===== src/rtl/iob_slot_sched.sv =====
// Round-robin time-slot scheduler: one requester at a time owns the resource
// for len+1 enabled cycles or until it drops its request.
module iob_slot_sched #(
  parameter int N_REQ  = 4,
  parameter int DATA_W = 16,
  localparam int ID_W  = $clog2(N_REQ)
) (
  input  logic                      clk_i,
  input  logic                      rst_n_i,
  input  logic                      en_i,
  input  logic [N_REQ-1:0]          req_i,
  input  logic [N_REQ*DATA_W-1:0]   len_i,
  output logic [N_REQ-1:0]          gnt_o,
  output logic [ID_W-1:0]           gnt_id_o,
  output logic                      busy_o,
  output logic [DATA_W-1:0]         cnt_o,
  output logic                      slot_end_o
);

  typedef enum logic [0:0] {
    ST_IDLE  = 1'b0,
    ST_GRANT = 1'b1
  } state_e;

  localparam logic [ID_W:0]      N_L     = (ID_W+1)'(N_REQ);
  localparam logic [ID_W-1:0]    LAST_ID = ID_W'(N_REQ-1);
  localparam logic [N_REQ-1:0]   ONE_HOT = {{(N_REQ-1){1'b0}}, 1'b1};

  state_e              state_q, state_d;
  logic [N_REQ-1:0]    gnt_q, gnt_d;
  logic [ID_W-1:0]     gnt_id_q, gnt_id_d;
  logic [ID_W-1:0]     ptr_q, ptr_d;
  logic [DATA_W-1:0]   cnt_q, cnt_d;
  logic [DATA_W-1:0]   len_q, len_d;
  logic                busy_q, busy_d;

  logic                sel_found_s;
  logic [ID_W-1:0]     sel_id_s;
  logic [DATA_W-1:0]   sel_len_s;
  logic                slot_end_s;

  // Winner search: scan offsets from ptr upward with wrap; descending loop
  // lets the smallest offset overwrite the others.
  always_comb begin
    logic [ID_W:0]   sum_v;
    logic [ID_W-1:0] idx_v;
    sel_found_s = 1'b0;
    sel_id_s    = '0;
    for (int k = N_REQ-1; k >= 0; k--) begin
      sum_v = {1'b0, ptr_q} + (ID_W+1)'(k);
      idx_v = (sum_v >= N_L) ? ID_W'(sum_v - N_L) : ID_W'(sum_v);
      if (req_i[idx_v]) begin
        sel_found_s = 1'b1;
        sel_id_s    = idx_v;
      end else begin
        sel_found_s = sel_found_s;
        sel_id_s    = sel_id_s;
      end
    end
  end

  // Slot length of the selected winner.
  always_comb begin
    sel_len_s = '0;
    for (int i = 0; i < N_REQ; i++) begin
      if (ID_W'(i) == sel_id_s) begin
        sel_len_s = len_i[i*DATA_W +: DATA_W];
      end else begin
        sel_len_s = sel_len_s;
      end
    end
  end

  // Slot end: expiry or early release, only while granted and enabled.
  always_comb begin
    if (rst_n_i && en_i && (state_q == ST_GRANT)) begin
      slot_end_s = (cnt_q == len_q) || !req_i[gnt_id_q];
    end else begin
      slot_end_s = 1'b0;
    end
  end

  // Next-state logic; ptr always equals (last grant + 1) mod N_REQ, and a
  // releasing requester's bit is already low, so the search needs no mask.
  always_comb begin
    state_d  = state_q;
    gnt_d    = gnt_q;
    gnt_id_d = gnt_id_q;
    ptr_d    = ptr_q;
    cnt_d    = cnt_q;
    len_d    = len_q;
    busy_d   = busy_q;
    case (state_q)
      ST_IDLE: begin
        if (en_i && sel_found_s) begin
          state_d  = ST_GRANT;
          gnt_d    = ONE_HOT << sel_id_s;
          gnt_id_d = sel_id_s;
          ptr_d    = (sel_id_s == LAST_ID) ? '0 : sel_id_s + ID_W'(1);
          len_d    = sel_len_s;
          cnt_d    = '0;
          busy_d   = 1'b1;
        end else begin
          state_d = ST_IDLE;
        end
      end
      ST_GRANT: begin
        if (!en_i) begin
          state_d = ST_GRANT;
        end else if (!slot_end_s) begin
          cnt_d = cnt_q + DATA_W'(1);
        end else if (sel_found_s) begin
          cnt_d    = '0;
          gnt_d    = ONE_HOT << sel_id_s;
          gnt_id_d = sel_id_s;
          ptr_d    = (sel_id_s == LAST_ID) ? '0 : sel_id_s + ID_W'(1);
          len_d    = sel_len_s;
        end else begin
          cnt_d   = '0;
          gnt_d   = '0;
          busy_d  = 1'b0;
          state_d = ST_IDLE;
        end
      end
      default: begin
        state_d = ST_IDLE;
        gnt_d   = '0;
        busy_d  = 1'b0;
        cnt_d   = '0;
      end
    endcase
  end

  // State registers with synchronous active-low reset.
  always_ff @(posedge clk_i) begin
    if (!rst_n_i) begin
      state_q  <= ST_IDLE;
      gnt_q    <= '0;
      gnt_id_q <= '0;
      ptr_q    <= '0;
      cnt_q    <= '0;
      len_q    <= '0;
      busy_q   <= 1'b0;
    end else begin
      state_q  <= state_d;
      gnt_q    <= gnt_d;
      gnt_id_q <= gnt_id_d;
      ptr_q    <= ptr_d;
      cnt_q    <= cnt_d;
      len_q    <= len_d;
      busy_q   <= busy_d;
    end
  end

  assign gnt_o      = gnt_q;
  assign gnt_id_o   = gnt_id_q;
  assign busy_o     = busy_q;
  assign cnt_o      = cnt_q;
  assign slot_end_o = slot_end_s;

endmodule


===== config.mk =====
export PLATFORM = sky130hd
export DESIGN_NAME = iob_slot_sched
export DESIGN_NICKNAME = d
export VERILOG_FILES = /design/src/rtl/iob_slot_sched.sv
export SDC_FILE = /design/constraint.sdc
export NUM_CORES = 1
export LEC_CHECK = 0
export CAP_MARGIN = 10
export CORE_AREA = 2 2 82 84
export CTS_CLUSTER_SIZE = 20
export DETAILED_ROUTE_END_ITERATION = 10
export DIE_AREA = 0 0 84 86
export PLACE_DENSITY = 0.79
export SYNTH_ARGS = -nofsm -noshare
export SYNTH_HDL_FRONTEND = slang
export SYNTH_SLANG_ARGS = --single-unit

===== constraint.sdc =====
create_clock -name clk_i -period 3.51 [get_ports clk_i]
set_input_delay 1.053 -clock clk_i [delete_from_list [all_inputs] [get_ports clk_i]]
set_output_delay 1.053 -clock clk_i [all_outputs]
set_load 0.1 [all_outputs]

== Yosys cells after proc, flatten, opt, wreduce, memory -nomap -nowiden ==
Index checks and enable logic that the tools add are counted.

* Register bits: 42
* Word-level logic and storage cells: 109

* Add/sub/neg operators: 9
* Magnitude comparators: 9
* Equal/unequal tests: 10
* Shift-type cells: 1
* Mux-type cells: 62
* Bitwise logic cells: 1
* Reduce and logical (&&, ||, !) cells: 10

{| class="wikitable"
|+ Operators with widths
! cell !! count
|-
| $mux 16 || 11
|-
| $pmux 16 s2 || 2
|-
| $mux 2 || 17
|-
| $mux 1 || 18
|-
| $add 16x1->16 const B || 1
|-
| $eq 16x16->1 || 1
|-
| $mux 4 || 4
|-
| $lt 2x3->1 const B || 5
|-
| $bmux 1 s2 || 5
|-
| $ge 3x3->1 const B || 3
|-
| $ne 2x2->1 const B || 4
|-
| $pmux 2 s2 || 2
|-
| $pmux 4 s2 || 1
|-
| $reduce_and 4->1 || 2
|-
| $sub 2x1->2 const B || 4
|-
| $add 2x2->3 const B || 2
|-
| $eq 2x2->1 const A || 2
|-
| $pmux 1 s2 || 2
|-
| $shl 1x2->4 const A || 1
|-
| $add 2x1->3 const B || 1
|-
| $ge 2x3->1 const B || 1
|-
| $logic_and 1x1->1 || 3
|-
| $reduce_and 3->1 || 1
|-
| $add 2x1->2 const B || 1
|-
| other kinds (8) || 8
|}

== Logic depth before layout (Yosys ltp) ==
* Depth after elaboration: 18
* Mapped depth: 12

== Worst setup path before layout ==
OpenSTA, ideal clock, no wires.

* Path type: reg-to-output
* Start: register cnt_q[9] (netlist: cnt_o[9])
* End: output port slot_end_o
* Arrival time: 2.922 ns
* Path slack: -0.465 ns
* Stages on the path, launching flop included: 8
* Path buffers: 2
* Path through: dfxtp_1 > clkbuf_2 > xor2_1 > nor4_2 > nand4_2 > buf_6 > a21oi_1 > and3_1

* Longest elaborated chain between the ends: 3

{| class="wikitable"
|+ Ends and longest elaborated chain
! what !! RTL line !! source
|-
| from (decl) || 33 || <nowiki>logic [DATA_W-1:0] cnt_q, cnt_d;</nowiki>
|-
| from (signal assigned) || 149 || <nowiki>cnt_q <= cnt_d;</nowiki>
|-
| $eq 16x16->1 || 77 || <nowiki>slot_end_s = (cnt_q == len_q) || !req_i[gnt_id_q];</nowiki>
|-
| $logic_or 1x1->1 || 77 ||
|-
| $mux 1 || 76 || <nowiki>if (rst_n_i && en_i && (state_q == ST_GRANT)) begin</nowiki>
|-
| to (decl) || 17 || <nowiki>output logic slot_end_o</nowiki>
|}

Every way passes these cells.

== Worst setup path in the final report ==
* Start: input port req_i[3]
* End: output port slot_end_o

* Longest elaborated chain between the ends: 5

{| class="wikitable"
|+ Ends and longest elaborated chain
! what !! RTL line !! source
|-
| from (decl) || 11 || <nowiki>input logic [N_REQ-1:0] req_i,</nowiki>
|-
| $bmux 1 s2 || 77 ||
|-
| $mux 1 (implied by the code) || 77 ||
|-
| $logic_not 1->1 || 77 ||
|-
| $logic_or 1x1->1 || 77 ||
|-
| $mux 1 || 76 ||
|}

Every way passes these cells. The select of a mux whose other input is x is not followed.

==> results.md <==
- PwrDens: 413 nW/um^2
- Slowest stage delay, CP: ~500 ps
- CTS tree: yes
- Vias in the first global route: about 2800
- Die footprint: between 7000 and 8000 sq um
- Port buffer count: between 90 and 100
- P_leak: 1.61 nW
- DP Area: around 3900 sq um
- Post-CTS Resized: 6
- Sequential power share: 34.7%
- Cts bufs inserted: 5
- RSZ-0062 raised after global routing: false
- Gate power share: between 40% and 50%
- #FFs+latches synth: 42
- Synth area leaders: dfxtp_1, a21oi_1, nand2_1, xor2_1, a22o_1
- Final ANT Viol Nets: 0
- Root Buffer: clkbuf_8
- Startpoint Class: primary input
- ANT cells: 0
- Place WS: -142 ps
- Syn Inst Count: around 370
- Initial DRT Pass Iterations: 4
- Total power: roughly 0.0016 W
- Area grow syn2layout: 40.1%
- Clock network power share: 19.9%
- Gpl congestion: 0.788
- Worst vdd ir: between 0.15 and 0.2 mV
- Largest net degree at the start of global routing: 34
- Sw frac: slightly below 40%
- GRT Util Overall: about a fifth
- Row Count: 29
- Setup Fix Bufs, Post-CTS: 0
- Unique cell type count in the Yosys netlist: 45
- Critical path fanouts, max: 3
- Commonest cells after routing, fill and taps aside: clkdlybuf4s50_1, nand2_1, a21oi_1
- Fin. Hold Viols: 0
- Worst skew pair latency: 300 ps
- Commonest non-fill, non-tap cell in the layout: clkdlybuf4s50_1
- First-pass GRT wire length: about 13 mm
- Cell taking the most area after synthesis: dfxtp_1
- CP Capture Type: primary output
- Final setup fails: 0
- Post-Syn Area: 2830 sq um
- Final WL: 7.62 mm
- Final core occ: a little over three fifths
- Post-synth top flop: dfxtp_1
- Post-layout nets: between 500 and 600
- DR vias: ~3000
- CP arrival: approximately 2400 ps
- DR vias/cell: between 5 and 6
- Tcrit/Tclk final: ~98%
- Clk slew on worst S/H paths: about 70 ps
- Clk sinks: 42
- Cell family with most CP delay: multiplexers
- DRC: 0
- CTS max path bufs: 2
- Initial Utilization: approximately 45%
- NetSw: roughly 0.00064 W
- Chip Height: approximately 86 microns
- Worst path cell trace: dlygate4sd2_1 > mux4_2 > a21oi_2 > and3_4 > buf_12
- Status: complete, no violations
- P_int: about 0.001 W
- CP Buf/Inv Count: 2
- Post-layout worst setup margin: 72.4 ps
- Cts hold-fix bufs: 0
- CP Class: in2out
- Crit path time final: around 3400 ps
- CP required: 2460 ps
- Fin area: between 3000 and 4000 sq um
- CORE AREA: between 6000 and 7000 sq um
- Max_cap viols: 0
- Hpwl dp: just under 6 mm
- Slew @ Worst Pin: around 690 ps
- Share of the synthesized area in the top cell type: 29.7%
- Async set or reset register ratio after synthesis: 0%
- Die X: approximately 84 microns
- CTS H-Tree Depth: 2
- GR Overflow Total: 0
- Worst hold-check path type: reg2reg
- EDFF count, synth: 0
- Boundary Pins: 95
- Final setup skew: 7.88 ps
- Post-synthesis sequential area ratio: between 20 and 30%
- Total Neg Setup Slack: 0 ps
- Fin. max-slew vios: 0
- DR iter-0 viols: approximately 180
- F_max: slightly below 300 MHz
- Mapped Nets: 448
- Initial antenna violation count: 0
- Yosys warning total: 0
- Max-slew headroom: 53.9%
- Slowest library cell on the worst path: mux4_2
- DR WL/cell: roughly 14 microns
- Share of layout cells above drive strength 1: between 10% and 20%
- Mean Syn Cell Area: around 7.6 sq um
## cells in the mapped netlist, types with 3 or more instances
master	instances
buf_2	8
dfxtp_1	42
nor2_1	20
inv_1	25
o211ai_1	17
buf_4	3
a31oi_1	17
ha_1	5
and3_1	3
clkbuf_1	17
nand4_1	4
a21oi_1	40
a32o_1	4
nand2_1	46
a22o_1	17
xnor2_1	12
nor4_2	4
nand3_1	19
xor2_1	18
o21ai_0	19
## flip-flops by register name, indices dropped and copies added (netlist names)
signal,cells
busy_o,1
cnt_o,16
gnt_id_o,2
gnt_o,4
len_q,16
ptr_q,2
state_q,1
## power by group through the flow
stage,logic [W],registers [W],clock network (W)
5_1_grt,0.000805,0.000576,0.000350
2_1_floorplan,0.000435,0.000646,0
3_3_place_gp,0.000724,0.000576,0
3_5_place_dp,0.000736,0.000578,0
4_1_cts,0.000741,0.000567,0.000328
6_report,0.000744,0.000569,0.000326
## cell type report
cell class | count | area [sq um]
clock buffers | 7 | 86.3
inverters | 26 | 97.6
repair buffers | 111 | 1070
flip-flops and latches | 42 | 856
well taps | 77 | 96.3
clock inverters | 1 | 5.00
fillers | 580 | 2310
multi-input cells | 274 | 1760
## metal layers
| metal | track usage (%) | vias to the layer above | part of all wire [%] |
|---|---|---|---|
| met5 | 0 | - | 0 |
| met3 | 6.06 | 10 | 7.5 |
| met4 | 6.74 | 0 | 1.6 |
| met1 | 25.3 | 1377 | 44 |
| li1 | - | 1506 | - |
| met2 | 35.5 | 120 | 46 |
## metrics by stage
| stage | std cells | hold slack, ps |
|---|---|---|
| floorplan | 372 | 473 |
| global placement | 530 | 461 |
| detailed placement | 530 | 461 |
| CTS | 538 | 478 |
| global route | 538 | 513 |
| finish | 538 | 475 |
## path summary, 6_finish.rpt
kind / start / endpoint / slack, ps / cells past startpoint
min reg2reg: gnt_o[2] / gnt_o[2] / 480 / 1
max reg2reg: ptr_q[0] / len_q[10] / 1170 / 11
max: req_i[3] / slot_end_o / 70 / 5
min: gnt_o[2] / gnt_o[2] / 480 / 1
## cell families (layout without fill, tap and decap cells)
family,after synthesis,in the layout,synth area share [%]
AOI/OAI and AO/OA,126,126,29.9
xor gates and xnor gates,30,30,9.29
adders and majority gates,5,5,2.21
buffers and inverters,56,145,8.49
DFF,42,42,29.7
muxes,3,3,1.50
and+or+nand+nor,110,110,18.9
No activity file was read; power rests on OpenSTA's default activity.
